$ cat src/rtl/multicycle_ctrl.sv
// rtl/multicycle_ctrl.sv - multi-cycle MIPS control unit with memory handshake, timeout and retire counter
//
// Sequences each instruction through IF, ID, EX, MEM and WB, handshaking with a
// variable-latency unified memory. A wait counter aborts to HALT (sticky mem_err)
// when the memory does not answer within MEM_TIMEOUT cycles (0 disables it).
// Optional build macro MULTICYCLE_CTRL_EXC_EN adds the exc output and an EXC state
// that redirects unsupported instructions to a handler vector.
//
// Ports:
//   clk, rst            clock, synchronous active-high reset
//   Op, Func            IR[31:26] and IR[5:0]
//   mem_rdy             memory completes the current request this cycle
//   mem_req, MemW       memory request and its write qualifier
//   IRWr, PCWr, RegW    IR load, PC update, register-file write strobes
//   NPCOp .. EXTOp      datapath decode controls
//   state               current FSM state (debug)
//   mem_err             sticky memory timeout flag
//   instret             retired-instruction count
//   exc                 exception cycle marker (MULTICYCLE_CTRL_EXC_EN only)

module multicycle_ctrl #(
    parameter int MEM_TIMEOUT = 16,
    parameter int INSTRET_W   = 32
) (
    input  logic                 clk,
    input  logic                 rst,
    input  logic [5:0]           Op,
    input  logic [5:0]           Func,
    input  logic                 mem_rdy,
    output logic                 mem_req,
    output logic                 MemW,
    output logic                 IRWr,
    output logic                 PCWr,
    output logic                 RegW,
    output logic [2:0]           NPCOp,
    output logic [1:0]           RegDst,
    output logic [1:0]           MemToReg,
    output logic                 ALUSrc1,
    output logic                 ALUSrc2,
    output logic [4:0]           ALUOp,
    output logic [1:0]           EXTOp,
    output logic [2:0]           state,
    output logic                 mem_err,
    output logic [INSTRET_W-1:0] instret
`ifdef MULTICYCLE_CTRL_EXC_EN
    ,
    output logic                 exc
`endif
);

    typedef enum logic [2:0] {
        S_IF   = 3'd0,
        S_ID   = 3'd1,
        S_EX   = 3'd2,
        S_MEM  = 3'd3,
        S_WB   = 3'd4,
        S_EXC  = 3'd5,
        S_HALT = 3'd6
    } state_t;

    // The counter only has to reach MEM_TIMEOUT-1.
    localparam int                CNT_W      = (MEM_TIMEOUT > 2) ? $clog2(MEM_TIMEOUT) : 1;
    localparam logic [CNT_W-1:0]  CNT_LIMIT  = CNT_W'(MEM_TIMEOUT - 1);
    localparam bit                TIMEOUT_EN = (MEM_TIMEOUT != 0);

    state_t             cur;
    state_t             nxt;
    logic [CNT_W-1:0]   wait_cnt;
    logic               waiting;
    logic               timeout;
    logic               retire;

    logic               d_legal;
    logic               d_jump;
    logic               d_jal;
    logic               d_branch;
    logic               d_lw;
    logic               d_sw;
    logic [2:0]         d_npc;
    logic [1:0]         d_rdst;
    logic [1:0]         d_m2r;
    logic               d_src1;
    logic               d_src2;
    logic [4:0]         d_alu;
    logic [1:0]         d_ext;

    assign state = cur;

    // Pure instruction decode; anything not listed is flagged illegal with all controls 0.
    always_comb begin
        d_legal  = 1'b1;
        d_jump   = 1'b0;
        d_jal    = 1'b0;
        d_branch = 1'b0;
        d_lw     = 1'b0;
        d_sw     = 1'b0;
        d_npc    = 3'b000;
        d_rdst   = 2'b00;
        d_m2r    = 2'b00;
        d_src1   = 1'b0;
        d_src2   = 1'b0;
        d_alu    = 5'd0;
        d_ext    = 2'b00;
        case (Op)
            6'h00: begin
                d_rdst = 2'b01;
                case (Func)
                    6'h21: d_alu = 5'd1;
                    6'h20: d_alu = 5'd2;
                    6'h23: d_alu = 5'd3;
                    6'h22: d_alu = 5'd4;
                    6'h2A: d_alu = 5'd9;
                    6'h00: begin d_alu = 5'd17; d_src2 = 1'b1; end
                    6'h02: begin d_alu = 5'd18; d_src2 = 1'b1; end
                    6'h03: begin d_alu = 5'd19; d_src2 = 1'b1; end
                    6'h08: begin d_alu = 5'd25; d_npc = 3'b100; d_jump = 1'b1; end
                    default: begin d_legal = 1'b0; d_rdst = 2'b00; end
                endcase
            end
            6'h23: begin d_alu = 5'd2;  d_src1 = 1'b1; d_ext = 2'b01; d_m2r = 2'b01; d_lw = 1'b1; end
            6'h2B: begin d_alu = 5'd2;  d_src1 = 1'b1; d_ext = 2'b01; d_sw = 1'b1; end
            6'h04: begin d_alu = 5'd11; d_ext = 2'b01; d_npc = 3'b001; d_branch = 1'b1; end
            6'h05: begin d_alu = 5'd12; d_npc = 3'b011; d_branch = 1'b1; end
            6'h02: begin d_alu = 5'd23; d_npc = 3'b010; d_jump = 1'b1; end
            6'h03: begin d_alu = 5'd24; d_npc = 3'b010; d_rdst = 2'b10; d_m2r = 2'b10; d_jal = 1'b1; end
            6'h0D: begin d_alu = 5'd21; d_src1 = 1'b1; end
            6'h0F: begin d_alu = 5'd22; d_src1 = 1'b1; d_ext = 2'b10; end
            6'h0A: begin d_alu = 5'd20; d_src1 = 1'b1; d_ext = 2'b01; end
            6'h08: begin d_alu = 5'd26; d_src1 = 1'b1; d_ext = 2'b01; end
            default: d_legal = 1'b0;
        endcase
    end

    // Strobes and decode outputs; everything is forced low in reset and HALT.
    always_comb begin
        mem_req  = 1'b0;
        MemW     = 1'b0;
        IRWr     = 1'b0;
        PCWr     = 1'b0;
        RegW     = 1'b0;
        NPCOp    = 3'b000;
        RegDst   = 2'b00;
        MemToReg = 2'b00;
        ALUSrc1  = 1'b0;
        ALUSrc2  = 1'b0;
        ALUOp    = 5'd0;
        EXTOp    = 2'b00;
`ifdef MULTICYCLE_CTRL_EXC_EN
        exc      = 1'b0;
`endif
        if (!rst && cur != S_HALT) begin
            NPCOp    = d_npc;
            RegDst   = d_rdst;
            MemToReg = d_m2r;
            ALUSrc1  = d_src1;
            ALUSrc2  = d_src2;
            ALUOp    = d_alu;
            EXTOp    = d_ext;
            case (cur)
                S_IF: begin
                    mem_req = 1'b1;
                    IRWr    = mem_rdy;
                end
                S_ID: begin
`ifdef MULTICYCLE_CTRL_EXC_EN
                    PCWr = d_jump;
`else
                    // Illegal instructions retire here as a nop (NPCOp already 000).
                    PCWr = d_jump | ~d_legal;
`endif
                end
                S_EX: PCWr = d_branch;
                S_MEM: begin
                    mem_req = 1'b1;
                    MemW    = d_sw;
                    PCWr    = d_sw & mem_rdy;
                end
                S_WB: begin
                    // Only register-writing instructions ever reach WB.
                    RegW = 1'b1;
                    PCWr = 1'b1;
                end
`ifdef MULTICYCLE_CTRL_EXC_EN
                S_EXC: begin
                    exc   = 1'b1;
                    PCWr  = 1'b1;
                    NPCOp = 3'b101;
                end
`endif
                default: ;
            endcase
        end
    end

    assign waiting = (cur == S_IF || cur == S_MEM) && !mem_rdy;
    assign timeout = TIMEOUT_EN && waiting && (wait_cnt == CNT_LIMIT);

`ifdef MULTICYCLE_CTRL_EXC_EN
    assign retire = PCWr & ~exc;
`else
    assign retire = PCWr;
`endif

    always_comb begin
        nxt = cur;
        case (cur)
            S_IF: begin
                if (timeout)      nxt = S_HALT;
                else if (mem_rdy) nxt = S_ID;
            end
            S_ID: begin
                if (d_jump)        nxt = S_IF;
                else if (d_jal)    nxt = S_WB;
                else if (!d_legal) begin
`ifdef MULTICYCLE_CTRL_EXC_EN
                    nxt = S_EXC;
`else
                    nxt = S_IF;
`endif
                end
                else               nxt = S_EX;
            end
            S_EX: begin
                if (d_branch)          nxt = S_IF;
                else if (d_lw || d_sw) nxt = S_MEM;
                else                   nxt = S_WB;
            end
            S_MEM: begin
                if (timeout)      nxt = S_HALT;
                else if (mem_rdy) nxt = d_lw ? S_WB : S_IF;
            end
            S_WB:    nxt = S_IF;
            S_EXC:   nxt = S_IF;
            S_HALT:  nxt = S_HALT;
            default: nxt = S_IF;
        endcase
    end

    always_ff @(posedge clk) begin
        if (rst) begin
            cur      <= S_IF;
            wait_cnt <= '0;
            mem_err  <= 1'b0;
            instret  <= '0;
        end else begin
            cur <= nxt;
            if (nxt != cur)
                wait_cnt <= '0;
            else if (waiting)
                wait_cnt <= wait_cnt + CNT_W'(1);
            if (timeout)
                mem_err <= 1'b1;
            if (retire)
                instret <= instret + INSTRET_W'(1);
        end
    end

endmodule

$ cat config.mk
export PLATFORM = sky130hd
export DESIGN_NAME = multicycle_ctrl
export DESIGN_NICKNAME = d
export VERILOG_FILES = /design/src/rtl/multicycle_ctrl.sv
export SDC_FILE = /design/constraint.sdc
export NUM_CORES = 1
export LEC_CHECK = 0
export BUFFER_PORTS_ARGS = -buffer_cell sky130_fd_sc_hd__buf_2
export CAP_MARGIN = 25
export CORE_ASPECT_RATIO = 1.4
export CORE_UTILIZATION = 49
export CTS_CLUSTER_DIAMETER = 60
export DETAILED_ROUTE_END_ITERATION = 7
export GPL_ROUTABILITY_DRIVEN = 0
export GPL_TIMING_DRIVEN = 1
export PLACE_DENSITY = 0.8
export RECOVER_POWER = 25
export SYNTH_ARGS = -nofsm -noshare
export SYNTH_HDL_FRONTEND = slang
export SYNTH_SLANG_ARGS = --single-unit
$ cat constraint.sdc
create_clock -name clk -period 2.25 [get_ports clk]
set_clock_uncertainty 0.05 [all_clocks]
set_input_delay 0.225 -clock clk [delete_from_list [all_inputs] [get_ports clk]]
set_output_delay 0.225 -clock clk [all_outputs]
set_load 0.03 [all_outputs]
* Word-level counts from Yosys, hierarchy flattened *
Cells that the tools add are included.

cells by class
  reductions and logical operators = 20
  mux-type cells = 47
  bitwise logic cells = 3
  add/subtract/negate cells = 2
  eq/ne operators = 26

operators with widths
  kind                                                  count
  case mux 5 bit (10 select lines)                      1
  case mux 5 bit (9 select lines)                       1
  equality test 6 bit (second input constant)           7
  two-way mux 3 bit                                     11
  adder 32 x 1 -> 32 bit (second input constant)        1
  equality test 6 x 4 -> 1 bit (second input constant)  5
  equality test 6 x 2 -> 1 bit (second input constant)  4
  two-way mux 1 bit                                     21
  case mux 3 bit (5 select lines)                       1
  equality test 6 x 3 -> 1 bit (second input constant)  2
  zero test 6 bit                                       2
  case mux 2 bit (2 select lines)                       3
  case mux 3 bit (4 select lines)                       1
  OR reduction 10 bit                                   1
  OR reduction 2 bit                                    5
  OR reduction 9 bit                                    1
  two-way mux 2 bit                                     4
  equality test 3 x 2 -> 1 bit (second input constant)  2
  equality test 3 bit (second input constant)           2
  OR reduction 6 bit                                    1
  two-way mux 5 bit                                     1
  OR reduction 5 bit                                    1
  adder 4 x 1 -> 4 bit (second input constant)          1
  equality test 4 bit (second input constant)           1
  13 further kinds                                      18

word-level totals
  word-level logic and storage cells = 102
  output and inout port bits = 57
  input bits = 15
  flip-flop bits (word level) = 40

* Logic depth before layout (Yosys ltp) *
Gate-level depths: netlist of run 1.

  depth in word-level cells = 10
  depth in mapped cells = 9
  gate-level depth less buffers = 7

* Least setup slack after synthesis of run 1 *
No wires, ideal clock.

  kind = reg-to-reg
  start point = register cur[2] (netlist: state[2])
  end point = register instret[1]
  data arrival time = 2.358 ns
  period minus slack after synthesis = 2.555 ns
  cell stages (with the launch flop) = 8
  path slack = -0.305 ns
  required time = 2.053 ns
  setup time = 0.147 ns
  path buffers = 1
  cells stage by stage = dfxtp_1 > or3b_2 > o21ai_1 > a41oi_1 > a211o_1 > buf_2 > nor2_1 > o21ai_0

on the way
  longest elaborated chain between the ends = 3

ends and longest elaborated chain
  what                                                                         line      source
  start: declaration                                                           66        state_t cur;
  start signal: assignment                                                     246       cur <= nxt;
  equality test 3 bit (tied with other cells)                                  159       case (cur)
  case mux 1 bit (4 select lines) / logical AND 1 bit (equally long branches)  159, 151
  two-way mux 1 bit *                                                          151       if (!rst && cur != S_HALT) begin
  via PCWr                                                                     33        output logic PCWr,
  end signal: assignment                                                       254       instret <= instret + INSTRET_W'(1);
  end: declaration                                                             44        output logic [INSTRET_W-1:0] instret

The timed path passes the listed nets; every way through them passes the cells marked *.
A chain may end at the register's enable or synchronous reset.

* Worst setup path in the final report of run 1 *
  start point = register cur[0] (netlist: state[0])
  end point = register instret[23]

on the way
  longest elaborated chain between the ends = 3

ends and longest elaborated chain
  what                                                                         line
  equality test 3 bit (tied with other cells)                                  159
  case mux 1 bit (4 select lines) / logical AND 1 bit (equally long branches)  159, 151
  two-way mux 1 bit *                                                          151

Every way passes the cells marked *; elsewhere a longest branch is shown, timed or not.

==> impl_metrics.json, run 1 <==
{
  "wl_per_cell_um": 19.2,
  "startpoint": "state[0]$_SDFF_PP0_",
  "stdcell_count": 579,
  "cts_tree": "yes",
  "worst-r2r-cell-count": 7,
  "finalSetupViolCount": 28,
  "diodes": 0,
  "worstSetupPathType": "reg2reg",
  "synth_edf_count": 0,
  "rr_endpoint": "instret[23]$_SDFFE_PP0P_",
  "yosys_warnings": 0,
  "port_buffers": 71,
  "r2r_start": "state[0]$_SDFF_PP0_",
  "finalMaxSlewViolations": 0,
  "min_period_over_period_pct": 111,
  "synth_seq_cells": 40,
  "drv_cap": 0,
  "netlist_area_mm2": 0.00300,
  "antenna_found_initial": 0,
  "via_per_inst": 6.61,
  "first_iter_violations": 302,
  "grt_max_degree": 35,
  "dieWidth_um": 68.1,
  "syn_area_per_cell_um2": 7.67,
  "grt_pass1_vias": 3336,
  "end_kind": "flip-flop",
  "min_to": "state[1]$_SDFF_PP0_",
  "area_growth_pct": 53.4,
  "total_power_mw": 1.69,
  "netlist.area_leader.share_pct": 26.7,
  "ir_drop_mv": 0.445,
  "ant_nets": 0,
  "p_per_area_mw_per_mm2": 368,
  "grt_pass1_wl_um": 15100,
  "rsz0062_at_grt": "yes",
  "grtUsageTotal_pct": 30.0,
  "cp.required_ps": 2360,
  "clk_latency_ps": 310,
  "max_clock_freq_mhz": 401,
  "rows": 33,
  "hold_path_depth": 2,
  "core-area_mm2": 0.00586,
  "fin_setup_tns_ps": -3130,
  "worst_pin_slew_ps": 568,
  "cts.sinks": 40,
  "htreeDepth": 2,
  "cp_max_fo": 6,
  "relSlewSlack_pct": 62.1,
  "arrival_ps": 2610,
  "dp_hpwl_um": 6290,
  "path_clk_slew_ps": 90,
  "synthArstFlopShare_pct": 0,
  "syn_nets": 408,
  "yosysUniqueCellTypes": 61,
  "drcViolationCount": 0,
  "hp-class": "in2reg",
  "grt.overflow.total": 0,
  "leakagePower_nw": 1.83,
  "dieArea_mm2": 0.00644,
  "drive_gt1_share_pct": 44.0,
  "reg2reg_slack_ps": -240,
  "hold_buffers": 0,
  "drt_first_pass_iters": 5,
  "final-hold-violation-count": 0,
  "fin_ws_ps": -244,
  "die_height_um": 94.6,
  "via_count": 3826,
  "synth.largest_area_cell": "dfxtp_1",
  "numPlacedInstances": 562,
  "synth_cells": 391,
  "final.min_clock_period_ps": 2490,
  "cts_buffer_depth": 2,
  "ios": 72,
  "min_from": "rst",
  "synth_area_leaders": "dfxtp_1, o311ai_0, o41ai_1",
  "cts.root.buffer_cell": "clkbuf_8",
  "status": "complete, but fails checks",
  "violations": "setup timing",
  "ys.flop_type": "dfxtp_1",
  "hold-worst-slack_ps": 193,
  "start_util_pct": 51.2,
  "num-nets-final": 525,
  "cts_buffers": 5,
  "ys_seq_area_share_pct": 26.7,
  "routed_wl_um": 11100,
  "final_core_util_pct": 78.5,
  "cp-start-kind": "flip-flop"
}
[sequential cells by signal, indices dropped and copies added (netlist names)]
| register | flops |
|---|---|
| instret | 32 |
| wait_cnt | 4 |
| state | 3 |
| mem_err | 1 |
[how the worst max path moves through the flow]
stage | end | slack (ps) | depth (start not counted)
after global routing | PCWr | -300 | 7
after CTS | PCWr | -200 | 7
after floorplan | ALUOp[2] | -70 | 7
final | instret[23]$_SDFFE_PP0P_ | -240 | 7
after detailed placement | instret[5]$_SDFFE_PP0P_ | -160 | 8
after global placement | instret[15]$_SDFFE_PP0P_ | -110 | 8
[synthesized netlist by cell type, types with 2 or more instances]
master,number
a31oi_1,3
a31o_2,2
nand2b_1,6
nand3b_1,4
dfxtp_1,40
or2_1,2
a211oi_1,4
xor2_1,4
a41oi_1,2
buf_1,2
inv_1,10
or2_2,19
and2_1,4
a21oi_1,19
a211o_1,2
ha_1,2
o2111ai_1,3
nand2_1,33
buf_4,2
buf_2,7
or4_1,5
nor3_1,19
and3_1,9
o21ai_0,8
nand3_1,18
and4_1,7
buf_6,4
nand4_1,11
nor2_1,36
or3_1,4
o41ai_1,18
nor4_1,3
nor2b_1,7
xnor2_1,4
mux2i_1,6
mux2_2,3
clkbuf_1,17
o311ai_0,19
[worst max-delay path, cell delays in order (launching register included)]
cell      delay (ps)
dfxtp_4          350
or4bb_1          480
o21ai_2          180
a41oi_2           70
a211o_4          390
buf_12           150
o311ai_0         500
o41ai_2          170
[stage by stage]
step	instance area, um2	setup slack, ps
after floorplan	3060	-74.8
after global placement	3820	-107
after detailed placement	3820	-164
after CTS	4260	-201
after global routing	4600	-302
final	4600	-244
[timing repair]
action                     in CTS  in global routing
pin swaps                       9                 12
buffers inserted                4                  2
gates cloned                    2                  1
resized for setup              48                 53
setup endpoints to repair      32                 32
[power breakdown]
| group | internal (mW) | total (mW) | switching [mW] |
|---|---|---|---|
| combinational | 0.142 | 0.367 | 0.225 |
| clock | 0.329 | 0.617 | 0.288 |
| sequential | 0.708 | 0.711 | 0.00305 |
[cell type report]
class | instances | area [um2]
Inverter | 10 | 37.5
Sequential cell | 40 | 812
Tap cell | 70 | 87.6
Clock buffer | 5 | 68.8
Timing Repair Buffer | 142 | 991
Clock inverter | 3 | 42.5
Multi-Input combinational cell | 309 | 2560
Fill cell | 382 | 1260
[kinds of logic (layout without fill, tap and decap cells)]
| logic type | after synthesis | after routing | synth area share (%) |
|---|---|---|---|
| AOI/OAI and AO/OA | 97 | 97 | 25.3 |
| and+or+nand+nor | 192 | 192 | 34.5 |
| buffers and inverters | 42 | 160 | 6.80 |
| DFF | 40 | 40 | 26.7 |
| xor gates and xnor gates | 8 | 8 | 2.34 |
| adders and majority gates | 2 | 2 | 0.834 |
| muxes | 10 | 10 | 3.50 |
[layout by cell type (no fill, tap or decap), types with 7 or more instances in the layout]
cell / Yosys / layout
nor3_1: 19 / 11
inv_1: 10 / 10
buf_4: 2 / 64
nand3_1: 18 / 18
dfxtp_1: 40 / 37
clkbuf_1: 17 / 16
nor2b_1: 7 / 7
buf_2: 7 / 52
o41ai_2: 0 / 14
and3_1: 9 / 9
nand2_1: 33 / 32
o311ai_4: 0 / 15
a21oi_1: 19 / 16
o21ai_0: 8 / 7
or2_2: 19 / 19
nand4_1: 11 / 11
and4_1: 7 / 7
nor2_1: 36 / 34
[metal layers]
layer	part of all wire (%)	track usage, %	wire [um]	up-vias
met3	6.8	3.86	757	49
met2	52	54.2	5760	249
met4	4.8	13.7	537	0
li1	-	-	-	1719
met5	0	0	0	-
met1	36	33.3	4050	1809
No activity file was read; power rests on OpenSTA's default activity.
==> run 2: changes to the inputs <==
REMOVE_ABC_BUFFERS = 1   (was default)
==> impl_metrics.json, run 2 (same netlist as run 1, synthesis figures left out) <==
{
  "drt_first_pass_iters": 5,
  "finalMaxSlewViolations": 0,
  "start_util_pct": 51.2,
  "max_clock_freq_mhz": 371,
  "area_growth_pct": 66.5,
  "num-nets-final": 552,
  "final-hold-violation-count": 0,
  "via_per_inst": 7.08,
  "grt.overflow.total": 0,
  "grt_pass1_wl_um": 18000,
  "wl_met1_um": 4710,
  "antenna_found_initial": 0,
  "die_height_um": 94.6,
  "violations": "setup timing",
  "clk_latency_ps": 310,
  "dieWidth_um": 68.1,
  "dp_hpwl_um": 6920,
  "routed_wl_um": 14300,
  "worst-r2r-cell-count": 6,
  "power_frac_clock_pct": 36.5,
  "largest_reg_flops": 32,
  "relSlewSlack_pct": 47.6,
  "hp-class": "in2reg",
  "rr_endpoint": "instret[26]$_SDFFE_PP0P_",
  "core-area_mm2": 0.00586,
  "startpoint": "instret[5]$_SDFFE_PP0P_",
  "hold_buffers": 0,
  "ios": 72,
  "wl_met3_um": 1460,
  "seqPwrFrac_pct": 38.4,
  "highest_layer": "met4",
  "status": "complete, but fails checks",
  "power_frac_comb_pct": 25.1,
  "total_power_mw": 1.86,
  "p_per_area_mw_per_mm2": 373,
  "fin_setup_tns_ps": -5510,
  "fin_ws_ps": -443,
  "placed_area_mm2": 0.00388,
  "worstSetupPathType": "reg2reg",
  "cp.required_ps": 2390,
  "ir_drop_mv": 0.269,
  "drive_gt1_share_pct": 45.9,
  "via_count": 4293,
  "grtUsageTotal_pct": 36.3,
  "power.internal_mw": 1.31,
  "dp_slack_ps": -194,
  "drv_cap": 0,
  "first_iter_violations": 569,
  "ant_nets": 0,
  "finish.instance_area_mm2": 0.00499,
  "final.min_clock_period_ps": 2690,
  "dieArea_mm2": 0.00644,
  "cp_max_fo": 5,
  "leakagePower_nw": 2.01,
  "cts.sinks": 40,
  "cts.root.buffer_cell": "clkbuf_8",
  "rsz0062_at_grt": "yes",
  "min_period_over_period_pct": 120,
  "arrival_ps": 2830,
  "cts_buffers": 5,
  "layout_common_cells": "buf_4, buf_2, dfxtp_1, nor2_1, nand2_1",
  "path_clk_slew_ps": 100,
  "htreeDepth": 2,
  "wl_met2_um": 7040,
  "grt_pass1_vias": 3764,
  "drcViolationCount": 0,
  "switching_power_mw": 0.548,
  "cp-start-kind": "flip-flop",
  "port_buffers": 71,
  "netSwitchingFraction_pct": 29.4,
  "end_kind": "flip-flop",
  "hold-worst-slack_ps": 229,
  "rows": 33,
  "r2r_start": "instret[5]$_SDFFE_PP0P_",
  "cp-endpoint": "instret[26]$_SDFFE_PP0P_",
  "cts_tree": "yes",
  "largest-register": "instret",
  "finalSetupViolCount": 30,
  "wl_per_cell_um": 23.6,
  "grt_max_degree": 26,
  "cts_buffer_depth": 2,
  "reg2reg_slack_ps": -440,
  "final_common_cell": "buf_4",
  "worst_pin_slew_ps": 781,
  "diodes": 0
}
run 2: cell type report:
class / instances / area [um2]
clock inverter: 1 / 30.0
inverter: 10 / 37.5
clock buffer: 7 / 96.3
sequential: 40 / 803
fill: 286 / 868
tap: 70 / 87.6
multi-input combinational: 309 / 2570
timing repair buffer: 169 / 1370
run 2: how the worst min path moves through the flow:
stage,endpoint,cells past startpoint,startpoint
after floorplan,instret[0]$_SDFFE_PP0P_,1,rst
after global placement,mem_err$_SDFFE_PP0P_,2,mem_err$_SDFFE_PP0P_
after detailed placement,mem_err$_SDFFE_PP0P_,2,mem_err$_SDFFE_PP0P_
after CTS,instret[0]$_SDFFE_PP0P_,2,rst
after global routing,state[2]$_SDFF_PP0_,2,rst
final,instret[0]$_SDFFE_PP0P_,2,rst
run 2: power by group through the flow:
stage	logic [mW]	registers [mW]	clock network (mW)
after global placement	0.316	0.730	0
after floorplan	0.135	0.736	0
final	0.467	0.714	0.680
after global routing	0.492	0.715	0.692
after detailed placement	0.323	0.730	0
after CTS	0.382	0.713	0.657
run 2: critical path: stages (launching register included):
cell and delay [ps]:
dfxtp_1 460, and4_1 310, nand4_1 280, nor3_1 690, nand2_1 290, o311ai_4 380, o41ai_2 130
run 2: layer usage:
metal,vias up,GRT usage [%]
met5,-,0
met4,0,26.0
met3,122,6.28
met2,384,63.0
met1,2005,37.9
li1,1782,-
run 2: repair_timing:
action,CTS,global route
endpoints found under the setup margin,29,36
setup buffers,5,18
cloned,5,2
pin swaps,6,21
gates resized for setup,73,56
hold endpoints to repair,0,0
run 2: metrics by stage:
| step | cells | util, % |
|---|---|---|
| after CTS | 589 | 77.3 |
| final | 606 | 85.2 |
| after global placement | 571 | 66.3 |
| after floorplan | 359 | - |
| after global routing | 606 | 85.2 |
| after detailed placement | 571 | 66.3 |
==> run 3: changes to the inputs <==
CORE_UTILIZATION = 50   (was 49)
PLACE_DENSITY = 0.78   (was 0.8)
REMOVE_ABC_BUFFERS = default   (was 1)
SKIP_CTS_REPAIR_TIMING = 1   (was default)
clock period = 3 ns   (was 2.25 ns; I/O delays follow)
==> impl_metrics.json, run 3 (same netlist as run 1, synthesis figures left out) <==
{
  "status": "completed",
  "arrival_ps": 2480,
  "port_buffers": 71,
  "rows": 33,
  "dieArea_mm2": 0.00632,
  "final_core_util_pct": 58.8,
  "cts_buffers": 5,
  "seqPwrFrac_pct": 46.5,
  "start_util_pct": 51.5,
  "leakagePower_nw": 1.29,
  "cp-start-kind": "flip-flop",
  "dp_hpwl_um": 5620,
  "ios": 72,
  "dieWidth_um": 67.5,
  "cts.root.buffer_cell": "clkbuf_8",
  "num-nets-final": 461,
  "power.internal_mw": 0.839,
  "die_height_um": 93.7,
  "min_period_over_period_pct": 94.5,
  "grt.overflow.total": 0,
  "max_clock_freq_mhz": 353,
  "rsz0062_at_grt": "no",
  "clk_latency_ps": 290,
  "grtUsageTotal_pct": 25.9,
  "drive_gt1_share_pct": 21.1,
  "hp-class": "reg2reg",
  "hold-worst-slack_ps": 404,
  "via_per_inst": 6.33,
  "final_common_cell": "buf_2",
  "fin_ws_ps": 166,
  "routed_wl_um": 7920,
  "cts_tree": "yes",
  "power_frac_comb_pct": 15.4,
  "end_kind": "output pin",
  "largest-register": "instret",
  "netSwitchingFraction_pct": 27.3,
  "ir_drop_mv": 0.198,
  "power_frac_clock_pct": 38.1,
  "largest_reg_flops": 32,
  "finalMaxSlewViolations": 0,
  "layout_common_cells": "buf_2, dfxtp_1, nor2_1, nand2_1, clkbuf_1",
  "wl_per_cell_um": 15.4,
  "finalSetupViolCount": 0,
  "dp_slack_ps": 314,
  "switching_power_mw": 0.315,
  "final-hold-violation-count": 0,
  "cp.required_ps": 2650,
  "area_growth_pct": 14.2,
  "diodes": 0,
  "ant_nets": 0,
  "antenna_found_initial": 0,
  "htreeDepth": 2,
  "cp_max_fo": 49,
  "core-area_mm2": 0.00582,
  "drt_first_pass_iters": 4,
  "first_iter_violations": 270,
  "path_clk_slew_ps": 80,
  "grt_max_degree": 50,
  "worstSetupPathType": "reg2out",
  "drv_cap": 0,
  "via_count": 3262,
  "fin_setup_tns_ps": 0,
  "cts.sinks": 40,
  "final.min_clock_period_ps": 2830,
  "p_per_area_mw_per_mm2": 337,
  "drcViolationCount": 0,
  "cts_buffer_depth": 2,
  "grt_pass1_wl_um": 12900,
  "grt_pass1_vias": 2880,
  "worst_pin_slew_ps": 785,
  "relSlewSlack_pct": 47.3
}
run 3: cell count changes in the layout (fill, tap and decap cells not counted), moves of 7 or more:
cell | before | now
buf_6 | 7 | 0
buf_12 | 10 | 1
nor3_1 | 12 | 19
o311ai_4 | 18 | 0
clkbuf_1 | 16 | 24
buf_4 | 78 | 6
o41ai_2 | 12 | 0
o41ai_1 | 6 | 18
o311ai_0 | 0 | 19
run 3: path summary, 6_finish.rpt:
kind,start,end,slack [ps],cells past startpoint
setup / recovery,state[2]$_SDFF_PP0_,PCWr,170,7
hold / removal,mem_err$_SDFFE_PP0P_,mem_err$_SDFFE_PP0P_,400,2
setup reg to reg,state[2]$_SDFF_PP0_,instret[31]$_SDFFE_PP0P_,410,7
hold reg to reg,mem_err$_SDFFE_PP0P_,mem_err$_SDFFE_PP0P_,400,2
run 3: through the flow:
stage / instance area [um2] / power [mW] / instances
after global routing: 3430 / 1.21 / 515
after global placement: 3340 / 0.721 / 507
final: 3430 / 1.15 / 515
after CTS: 3450 / 1.16 / 515
after detailed placement: 3340 / 0.724 / 507
after floorplan: 3000 / 0.683 / 391
run 3: power by group through the flow:
stage	logic [mW]	registers, mW	clock network (mW)
global placement	0.171	0.550	0
global route	0.197	0.538	0.471
finish	0.178	0.537	0.440
floorplan	0.132	0.550	0
CTS	0.175	0.537	0.447
detailed placement	0.175	0.550	0
run 3: layout make-up:
type	instances	area, um2
clock inverter	3	42.5
fill	538	2400
sequential	40	801
clock buffer	5	68.8
inverter	10	37.5
timing repair buffer	78	390
multi-input combinational	309	2000
tap	70	87.6
run 3: routing by layer:
layer  track usage [%]  vias up  wire length [um]
met1              30.7     1526              3350
met4              11.2        0               248
met5                 0        -                 0
li1                  -     1595                 -
met3              4.00       25               366
met2              44.5      116              3950
run 3: worst max-delay path, cell delays in order (launching register included):
cell and delay [ps]:
dfxtp_1 400, or4_1 540, o21ai_1 190, a41oi_1 80
a211o_1 290, buf_4 270, nor2_2 180, buf_2 220
